`src/rtl/databus_axi_read_bridge.sv`:
```
// Databus-to-AXI4 read bridge: one INCR burst per databus request, beats streamed back.
// Define DATABUS_AXI_READ_SKID_EN to place a 2-entry register slice on the R path.
module databus_axi_read_bridge #(
    parameter int AXI_ADDR_W = 32,
    parameter int AXI_DATA_W = 32,
    parameter int LEN_W      = 8,
    parameter int AXI_ID_W   = 1
) (
    input  logic                  clk,
    input  logic                  rst,
    input  logic                  databus_valid,
    input  logic [AXI_ADDR_W-1:0] databus_addr,
    input  logic [LEN_W-1:0]      databus_len,
    output logic                  databus_ready,
    output logic [AXI_DATA_W-1:0] databus_rdata,
    output logic                  databus_last,
    output logic                  m_axi_arvalid,
    input  logic                  m_axi_arready,
    output logic [AXI_ADDR_W-1:0] m_axi_araddr,
    output logic [LEN_W-1:0]      m_axi_arlen,
    output logic [2:0]            m_axi_arsize,
    output logic [1:0]            m_axi_arburst,
    output logic [AXI_ID_W-1:0]   m_axi_arid,
    input  logic                  m_axi_rvalid,
    output logic                  m_axi_rready,
    input  logic [AXI_DATA_W-1:0] m_axi_rdata,
    input  logic [1:0]            m_axi_rresp,
    input  logic                  m_axi_rlast,
    output logic                  error
);
    localparam int SIZE = $clog2(AXI_DATA_W / 8);

    typedef enum logic [1:0] {IDLE, ADDR, DATA, RELEASE} state_t;

    state_t           state, state_nxt;
    logic [LEN_W-1:0] beat_cnt;
    logic             accept, r_xfer, cnt_last, err_beat, done_evt;
    wire              unused_rresp = m_axi_rresp[0];

    assign m_axi_arvalid = (state == ADDR);
    assign m_axi_arsize  = 3'(SIZE);
    assign m_axi_arburst = 2'b01;
    assign m_axi_arid    = '0;

    assign accept   = (state == IDLE) && databus_valid;
    assign r_xfer   = m_axi_rvalid && m_axi_rready;
    assign cnt_last = (beat_cnt == m_axi_arlen);
    // The beat counter decides the end of burst; rlast is only cross-checked.
    assign err_beat = r_xfer && (m_axi_rresp[1] || (m_axi_rlast != cnt_last));

`ifdef DATABUS_AXI_READ_SKID_EN
    logic [1:0][AXI_DATA_W-1:0] sk_data;
    logic [1:0]                 sk_last;
    logic [1:0]                 sk_cnt;
    logic                       wr_ptr, rd_ptr, rx_done, pop;

    // rready depends only on registered state, never on databus_valid.
    assign m_axi_rready  = (state == DATA) && (sk_cnt != 2'd2) && !rx_done;
    assign databus_ready = (sk_cnt != 2'd0);
    assign databus_rdata = databus_ready ? sk_data[rd_ptr] : '0;
    assign databus_last  = databus_ready && sk_last[rd_ptr];
    assign pop           = databus_ready && databus_valid;
    assign done_evt      = pop && sk_last[rd_ptr];

    always_ff @(posedge clk or posedge rst) begin
        if (rst) begin
            sk_data <= '0;
            sk_last <= '0;
            sk_cnt  <= '0;
            wr_ptr  <= 1'b0;
            rd_ptr  <= 1'b0;
            rx_done <= 1'b0;
        end else if (accept) begin
            sk_cnt  <= '0;
            wr_ptr  <= 1'b0;
            rd_ptr  <= 1'b0;
            rx_done <= 1'b0;
        end else begin
            if (r_xfer) begin
                sk_data[wr_ptr] <= m_axi_rdata;
                sk_last[wr_ptr] <= cnt_last;
                wr_ptr          <= ~wr_ptr;
                if (cnt_last)
                    rx_done <= 1'b1;
            end
            if (pop)
                rd_ptr <= ~rd_ptr;
            if (r_xfer && !pop)
                sk_cnt <= sk_cnt + 2'd1;
            else if (!r_xfer && pop)
                sk_cnt <= sk_cnt - 2'd1;
        end
    end
`else
    assign m_axi_rready  = (state == DATA) && databus_valid;
    assign databus_ready = (state == DATA) && m_axi_rvalid;
    assign databus_rdata = (state == DATA) ? m_axi_rdata : '0;
    assign databus_last  = databus_ready && cnt_last;
    assign done_evt      = r_xfer && cnt_last;
`endif

    always_comb begin
        state_nxt = state;
        case (state)
            IDLE:    if (databus_valid)  state_nxt = ADDR;
            ADDR:    if (m_axi_arready)  state_nxt = DATA;
            DATA:    if (done_evt)       state_nxt = RELEASE;
            RELEASE: if (!databus_valid) state_nxt = IDLE;
            default:                     state_nxt = IDLE;
        endcase
    end

    always_ff @(posedge clk or posedge rst) begin
        if (rst) begin
            state        <= IDLE;
            m_axi_araddr <= '0;
            m_axi_arlen  <= '0;
            beat_cnt     <= '0;
            error        <= 1'b0;
        end else begin
            state <= state_nxt;
            if (accept) begin
                m_axi_araddr <= databus_addr;
                m_axi_arlen  <= databus_len;
                beat_cnt     <= '0;
                error        <= 1'b0;
            end else begin
                if (r_xfer && !cnt_last)
                    beat_cnt <= beat_cnt + 1'b1;
                if (err_beat)
                    error <= 1'b1;
            end
        end
    end
endmodule

```
`config.mk`:
```
export PLATFORM = sky130hd
export DESIGN_NAME = databus_axi_read_bridge
export DESIGN_NICKNAME = d
export VERILOG_FILES = /design/src/rtl/databus_axi_read_bridge.sv
export SDC_FILE = /design/constraint.sdc
export NUM_CORES = 1
export LEC_CHECK = 0
export BUFFER_PORTS_ARGS = -buffer_cell sky130_fd_sc_hd__buf_4
export CAP_MARGIN = 40
export CELL_PAD_IN_SITES_DETAIL_PLACEMENT = 1
export CELL_PAD_IN_SITES_GLOBAL_PLACEMENT = 2
export CORE_UTILIZATION = 22
export CTS_CLUSTER_DIAMETER = 150
export DETAILED_ROUTE_END_ITERATION = 10
export GPL_TIMING_DRIVEN = 0
export PLACE_DENSITY = 0.87
export SETUP_SLACK_MARGIN = 0.3
export SLEW_MARGIN = 5
export SYNTH_ARGS = -nofsm -noshare
export SYNTH_HDL_FRONTEND = slang
export SYNTH_SLANG_ARGS = --single-unit
```
`constraint.sdc`:
```
create_clock -name clk -period 1.7 [get_ports clk]
set_clock_uncertainty 0.05 [all_clocks]
set_input_delay 0.255 -clock clk [delete_from_list [all_inputs] [get_ports clk]]
set_output_delay 0.255 -clock clk [all_outputs]
set_load 0.005 [all_outputs]
```
After elaboration in Yosys (flattened, before gate mapping):

Cells that the tools add are included.

* register bits: 51
* bits in latches: 0
* memory bits (writable): 0
* memory bits (read-only): 0
* input bits: 80
* output and inout bits: 83
* word-level logic and storage cells: 39
* memories kept: 0

* $add $sub $neg: 1
* $mul: 0
* div/mod/pow operators: 0
* order comparisons: 0
* eq/ne operators: 9
* shift-type cells: 0
* muxes and demuxes: 10
* bitwise gates (word level): 0
* reductions and logical operators: 14

Operators by type and width (count)
* 32-bit 2-to-1 mux: 1
* 8-bit 2-to-1 mux: 2
* 8-bit by 1-bit adder with 8-bit output (second input constant): 1
* 8-bit equality test: 1
* 1-bit logical AND: 8
* 2-bit 2-to-1 mux: 4
* 2-bit one-hot mux with 4 select lines: 1
* 2-bit != test (second input constant): 3
* 2-bit equality test (second input constant): 2
* 4-bit AND reduction: 1
* 2-bit nonzero test: 2
* 2-bit by 1-bit equality test with 1-bit output (second input constant): 1
* 2-bit logical NOT: 1
* 1-bit 2-to-1 mux: 2
* 2-bit by 1-bit != test with 1-bit output (second input constant): 1
* 1-bit logical NOT: 1
* 1-bit logical OR: 1
* 1-bit != test: 1

Longest topological paths before layout:

Gate-level depths: netlist (run 1).

* depth in word-level cells: 6
* depth in mapped cells: 8
* gate-level depth less buffers: 7

Least setup slack after synthesis (run 1):

OpenSTA, ideal clock, no wires.

* path kind: reg-to-reg
* start point: register state[0]
* end point: register beat_cnt[7]
* library setup time: 0.120 ns
* data arrival time: 1.712 ns
* required time: 1.530 ns
* slack: -0.182 ns
* stages on the path, launching flop included: 9
* path buffers: 1
* clock period less this slack: 1.882 ns
* cells stage by stage: dfrtp_1 inv_1 ha_1 buf_2 and2_1 nand2_1 nor4_1 a21oi_1 a31o_2

* cells in the longest elaborated chain, start to end: 5
* elaborated cells on any way between the ends: 8
* classes of those cells: eq/ne (1); mux (1); reduce/logical (6)

RTL lines
* start, declared: line 35 `state_t state, state_nxt;`
* start signal, assigned: line 121 `state <= state_nxt;`
* 2-bit equality test: line 95 `assign m_axi_rready = (state == DATA) && databus_valid;`
* 1-bit logical AND: line 95
* 1-bit logical AND: line 46 `assign r_xfer = m_axi_rvalid && m_axi_rready;`
* 1-bit logical AND: line 128 `if (r_xfer && !cnt_last)`
* 2-bit nonzero test (no source line)
* end signal, assigned: line 129 `beat_cnt <= beat_cnt + 1'b1;`
* end, declared: line 36 `logic [LEN_W-1:0] beat_cnt;`

Several ways; a longest one is shown, not always the timed one.
A chain may end at the register's enable or synchronous reset.

Worst setup path in the final report (run 1):

* start point: register beat_cnt[1]
* end point: output port databus_last

* cells in the longest elaborated chain, start to end: 2

RTL lines
* 8-bit equality test: line 47 `assign cnt_last = (beat_cnt == m_axi_arlen);`
* 1-bit logical AND: line 98 `assign databus_last = databus_ready && cnt_last;`
* end, declared: line 16 `output logic databus_last,`

No other way between the ends.

==> results of run 1 <==
==> report_power, final <==
part / leakage [uW] / internal (uW) / switching (uW) / total (uW)
logic: 0.00203 / 3630 / 1800 / 5430
registers: 0.000611 / 1780 / 464 / 2240
clock network: 0.0000815 / 701 / 443 / 1140
==> stage by stage <==
stage          total power [uW]  TNS, ns  setup slack, ns
4_1_cts                    8450    -2.04           -0.224
3_5_place_dp               5730    -5.54           -0.355
3_3_place_gp               5610    -4.15           -0.331
6_report                   8810    -3.86           -0.231
5_1_grt                    9330    -7.25           -0.279
2_1_floorplan              4050   -0.493           -0.161
==> critical path: stages (launching register included) <==
cell and delay [ns]:
dfrtp_1 0.45, xor2_1 0.21, nor4_4 0.34, and3_4 0.25, buf_6 0.09
==> Yosys cell counts <==
cell type,instances
inv_1,4
xnor2_1,6
a211oi_1,1
nand3_1,3
xor2_1,8
mux2_2,40
mux2_1,1
buf_2,4
nand2_1,9
ha_1,6
mux2i_1,1
nor4b_1,1
dfrtp_1,51
a31o_2,1
a2111oi_2,2
o21ai_0,3
and3_1,2
o32a_1,1
and2_1,34
buf_4,6
nand4_1,2
conb_1,2
nor4_1,1
a21oi_1,13
clkbuf_1,6
nor4_4,2
nor3_1,1
==> logic make-up after synthesis <==
kind of cell             Yosys count  synth area share, %
AO/OA/AOI/OAI                     21                 5.37
XOR/XNOR                          14                 4.83
adder cells (fa/ha/maj)            6                 2.95
buffers and inverters             20                 4.04
flip-flops                        51                 50.2
multiplexers                      42                 18.6
other                              2                0.296
AND/OR/NAND/NOR                   55                 13.7
==> repair_timing <==
item / CTS / global route
gates cloned: 9 / 0
resized for setup: 131 / 26
pin swaps: 23 / 10
endpoints found under the hold margin: 22 / 0
setup buffers: 26 / 12
endpoints found under the setup margin: 87 / 87
hold buffers: 1 / 0
==> metal layers <==
| layer | wire length, um | track usage (%) |
|---|---|---|
| met1 | 3370 | 16.6 |
| met2 | 5070 | 30.4 |
| met3 | 869 | 3.68 |
| met4 | 49 | 3.62 |
| met5 | 0 | 0 |
==> registers in the layout, indices dropped and copies added, names as in the netlist <==
| register | cells |
|---|---|
| m_axi_araddr | 32 |
| beat_cnt | 8 |
| m_axi_arlen | 8 |
| state | 2 |
| error | 1 |
==> worst max path at each step <==
stage	start	endpoint	slack, ns	cells past startpoint
2_1_floorplan	m_axi_arlen[0]	state[1]	-0.16	5
3_3_place_gp	state[0]	beat_cnt[7]	-0.33	8
3_5_place_dp	state[0]	beat_cnt[7]	-0.36	8
4_1_cts	m_axi_arlen[6]	databus_last	-0.22	4
5_1_grt	m_axi_arlen[0]	databus_last	-0.28	4
6_report	beat_cnt[1]	databus_last	-0.23	4
==> cell type report <==
type	instances	area (um^2)	share of cell area, %
sequential	51	1280	23.7
clock buffer	6	129	2.37
inverter	4	18.8	0.346
multi-input combinational	145	1680	30.9
buffer	16	220	4.06
tap	140	175	3.23
clock inverter	2	38.8	0.715
timing repair buffer	203	1880	34.7
==> results.md, run 1 <==
* # setup viols final at 53
* Largest cells by area after synthesis: dfrtp_1 50%, mux2_2 18%, and2_1 8.4%, ha_1 3.0%, xor2_1 2.8%
* Endpoint type of the worst setup path: output port
* Final Net Count at 512
* Fin cells at 567
* Pwr dens at 1620 mW/mm^2
* Site Rows at 38
* Area Overhead vs Synth at 114%
* DR iter-0 viols at 44
* Core footprint at 0.0110 mm^2
* Grt ovf at 0
* Worst reg2reg path depth at 6
* Worst r2r src: beat_cnt[1]
* R2R setup slack at -0.19 ns
* Worst endpoint required time at approximately 1.4 ns
* GRT Resource Usage Total at 15.5%
* Final Critical Period at between 1.5 and 2 ns
* Remaining DRCs at 0
* Hold Startpoint: databus_addr[15]
* Area fraction of the dominant cell type after synthesis at 50.2%
* # port buffers at 155
* Crit path launch type: flip-flop
* Violated checks: negative setup slack
* Avg Inst Size Synth at 12.0 um^2
* Placed insts at 511
* Final Hold Fails at 0
* Share of layout cells above drive strength 1 at 79.6%
* Finished Cell Area at between 0.005 and 0.006 mm^2
* Slew Viols, Final at 0
* Router iterations before antenna repair at 4
* Initial antenna violation count at 0
* Routed wire length at 9360 um
* # fillers at about 1.1k
* RSZ-0062 raised after global routing: yes
* CTS Root Cell: clkbuf_16
* Final Wtd Congestion at 0.729
* Worst EP arrival at ~1.6 ns
* N_diodes at 0
* Area after DPL at 0.00417 mm^2
* Register bit total from synthesis at 51
* Crit Path Max Fanout at 5
* Peak VDD IR at about 660 uV
* H-tree depth at 2
* Largest net degree at the start of global routing at 30
* Die width at 109 um
* Status: finished, violations left
* Final period utilization at 114%
* Post-layout util at about half
* Commonest non-fill, non-tap cell in the layout: buf_4
* Setup CP Type: reg -> out
* Sequential-to-total area share from yosys stat at 50.2%
* Clk sinks at 51
* End of the worst register-to-register path: state[1]
* Routed vias at about 2.4k
* Insertion delay to the later sink of the worst-skew pair at 0.29 ns
* Worst hold stages at 2
* Vias in the first global route at between 2k and 3k
* Via density at ~4.3
* Worst hold slack at between 0.1 and 0.15 ns
* Worst Max-Slew Pin Slew at 0.533 ns
* Leakage power at 0.00272 uW
* Clk pin slew, worst setup/hold paths at 0.07 ns
* Die Ht at 109 um
* ANT nets after route at 0
* CTS Buf Count at 5
* Setup ws final at -0.231 ns
* Post-Syn Instances at 211
* Synthesized area at roughly 0.0025 mm^2
* Io pins at 163
* Die area at ~0.012 mm^2
* Commonest cells after routing, fill and taps aside: 145 x buf_4, 50 x buf_6, 44 x dfrtp_1
* Initial Utilization at 23.0%
* Worst hold path type: in -> reg
* CTS tree: yes
* Max Freq at roughly 0.52 GHz
* Post-DP HPWL at 6220 um
* First-pass GRT wire length at 14,100 um
* Max-cap violations at 0
* Worst Hold Endpoint: m_axi_araddr[15]
* Slew margin rel. at about 64%
* Leading area contributor after synthesis: dfrtp_1
* Clock buffer depth at 2
* Yosys warnings at 0
* Yosys cell types at 27
* Routed len/inst at 16.5 um
Power figures use the tool's default switching activity.
==> run 2: changes to the inputs <==
--- a/config.mk
+++ b/config.mk
@@ -14,6 +14,7 @@
 export DETAILED_ROUTE_END_ITERATION = 10
 export GPL_TIMING_DRIVEN = 0
 export PLACE_DENSITY = 0.87
+export RECOVER_POWER = 25
 export SETUP_SLACK_MARGIN = 0.3
 export SLEW_MARGIN = 5
 export SYNTH_ARGS = -nofsm -noshare
==> results.md, run 2 (synthesis gave the netlist of run 1 again) <==
* Final Net Count at 512
* Router iterations before antenna repair at 4
* Critical path's top delay family: simple AND/OR/NAND/NOR gates
* Routed len/inst at around 16 um
* Worst hold path type: in -> reg
* Setup ws final at -0.230 ns
* Routed vias at ~2.4k
* Site Rows at 38
* # setup viols final at 53
* Setup tns final at -3.86 ns
* Commonest cells after routing, fill and taps aside: 139 x buf_4, 50 x buf_6, 44 x dfrtp_1
* Slew margin rel. at 64.4%
* Violated checks: negative setup slack
* Worst endpoint required time at 1.39 ns
* Worst r2r src: beat_cnt[1]
* Pre-CTS setup slack at -0.355 ns
* Final Total Pwr at 8810 uW
* Crit path largest cell delay at around 0.45 ns
* GRT Resource Usage Total at 15.5%
* Final Wtd Congestion at 0.729
* Share of layout cells above drive strength 1 at 79.4%
* Peak VDD IR at about 660 uV
* Crit path max-delay cell type: dfrtp_1
* Setup CP Type: reg -> out
* Status: finished, violations left
* Final Critical Period at 1.93 ns
* CP Cell Sequence: xor2_1 -> nor4_4 -> and3_4 -> buf_6
* Crit Path Max Fanout at 5
* CTS tree: yes
* N_diodes at 0
* Remaining DRCs at 0
* Pwr dens at 1620 mW/mm^2
* Finished Cell Area at 0.00542 mm^2
* Leakage power at 0.00272 uW
* Grt ovf at 0
* Hold Startpoint: databus_addr[15]
* Worst EP arrival at 1.62 ns
* Die Ht at 109 um
* Buffers and inverters on the worst path at 1
* Most flop-heavy register: m_axi_araddr
* Insertion delay to the later sink of the worst-skew pair at 0.29 ns
* Core footprint at roughly 0.011 mm^2
* Routed wire length at 9340 um
* Post-DP HPWL at 6220 um
* First-pass GRT wire length at ~14,000 um
* Worst hold slack at 0.142 ns
* Io pins at roughly 160
* # port buffers at 155
* CTS Buf Count at 5
* Die area at 0.0120 mm^2
* Commonest non-fill, non-tap cell in the layout: buf_4
* Slew Viols, Final at 0
* Final Hold Fails at 0
* Max Freq at 0.518 GHz
* Worst Max-Slew Pin Slew at 0.532 ns
* Area Overhead vs Synth at 113%
* Final period utilization at 114%
* CTS Root Cell: clkbuf_16
* Crit path from: beat_cnt[1]
* Largest net degree at the start of global routing at 30
* # fillers at ~1.1k
* ANT nets after route at 0
* Via density at between 4 and 5
* Initial antenna violation count at 0
* H-tree depth at 2
* RSZ-0062 raised after global routing: yes
* Clk sinks at 51
* DR iter-0 viols at 44
* Crit path launch type: flip-flop
* Max-cap violations at 0
* Clock buffer depth at 2
* Die width at 109 um
* Clk pin slew, worst setup/hold paths at ~0.070 ns
* Top Registers: m_axi_araddr (32), beat_cnt (8), m_axi_arlen (8)
* Endpoint type of the worst setup path: output port
* Vias in the first global route at 2,665
* Area after DPL at 0.00417 mm^2
* Max reg flops at 32
* Initial Utilization at a little under a quarter
[run 2: final timing paths]
check                              endpoint  slack, ns  depth (start not counted)
setup reg to reg                   state[1]      -0.19                          6
hold / removal             m_axi_araddr[15]       0.14                          2
setup / recovery               databus_last      -0.23                          4
min in group asynchronous  m_axi_araddr[16]       0.51                          3
hold reg to reg             m_axi_araddr[3]       0.47                          1
max in group asynchronous          state[1]       0.55                          4
[run 2: cell type report]
cell class              count  area (um^2)  share of cell area (%)
inverters                   4         18.8                   0.346
plain buffers              16          220                    4.06
multi-input cells         145         1680                    30.9
flip-flops and latches     51         1280                    23.7
repair buffers            203         1880                    34.7
clock buffers               6          129                    2.38
well taps                 140          175                    3.23
clock inverters             2         38.8                   0.715
[run 2: through the flow]
stage | util, % | cells
after global placement | 37.6 | 510
after global routing | 49.2 | 567
final | 49.2 | 567
after CTS | 47.4 | 555
after detailed placement | 37.8 | 511
after floorplan | - | 215
[run 2: power breakdown]
part,switching [uW],internal (uW)
clock,443,701
combinational,1800,3630
sequential,463,1780
[run 2: timing repair]
| action | in CTS | in global routing |
|---|---|---|
| pin swaps | 23 | 10 |
| cloned | 9 | 0 |
| resized for setup | 131 | 26 |
| endpoints found under the setup margin | 87 | 87 |
| hold buffers | 1 | 0 |
| buffers inserted | 26 | 12 |
| hold endpoints to repair | 22 | 0 |
[run 2: routing by layer]
metal  share of wire, %  track usage [%]  up-vias
li1                   -                -     1130
met1                 36             16.6     1177
met2                 54             30.4      131
met3                9.4             3.68        4
met4               0.54             3.62        0
met5                  0                0        -
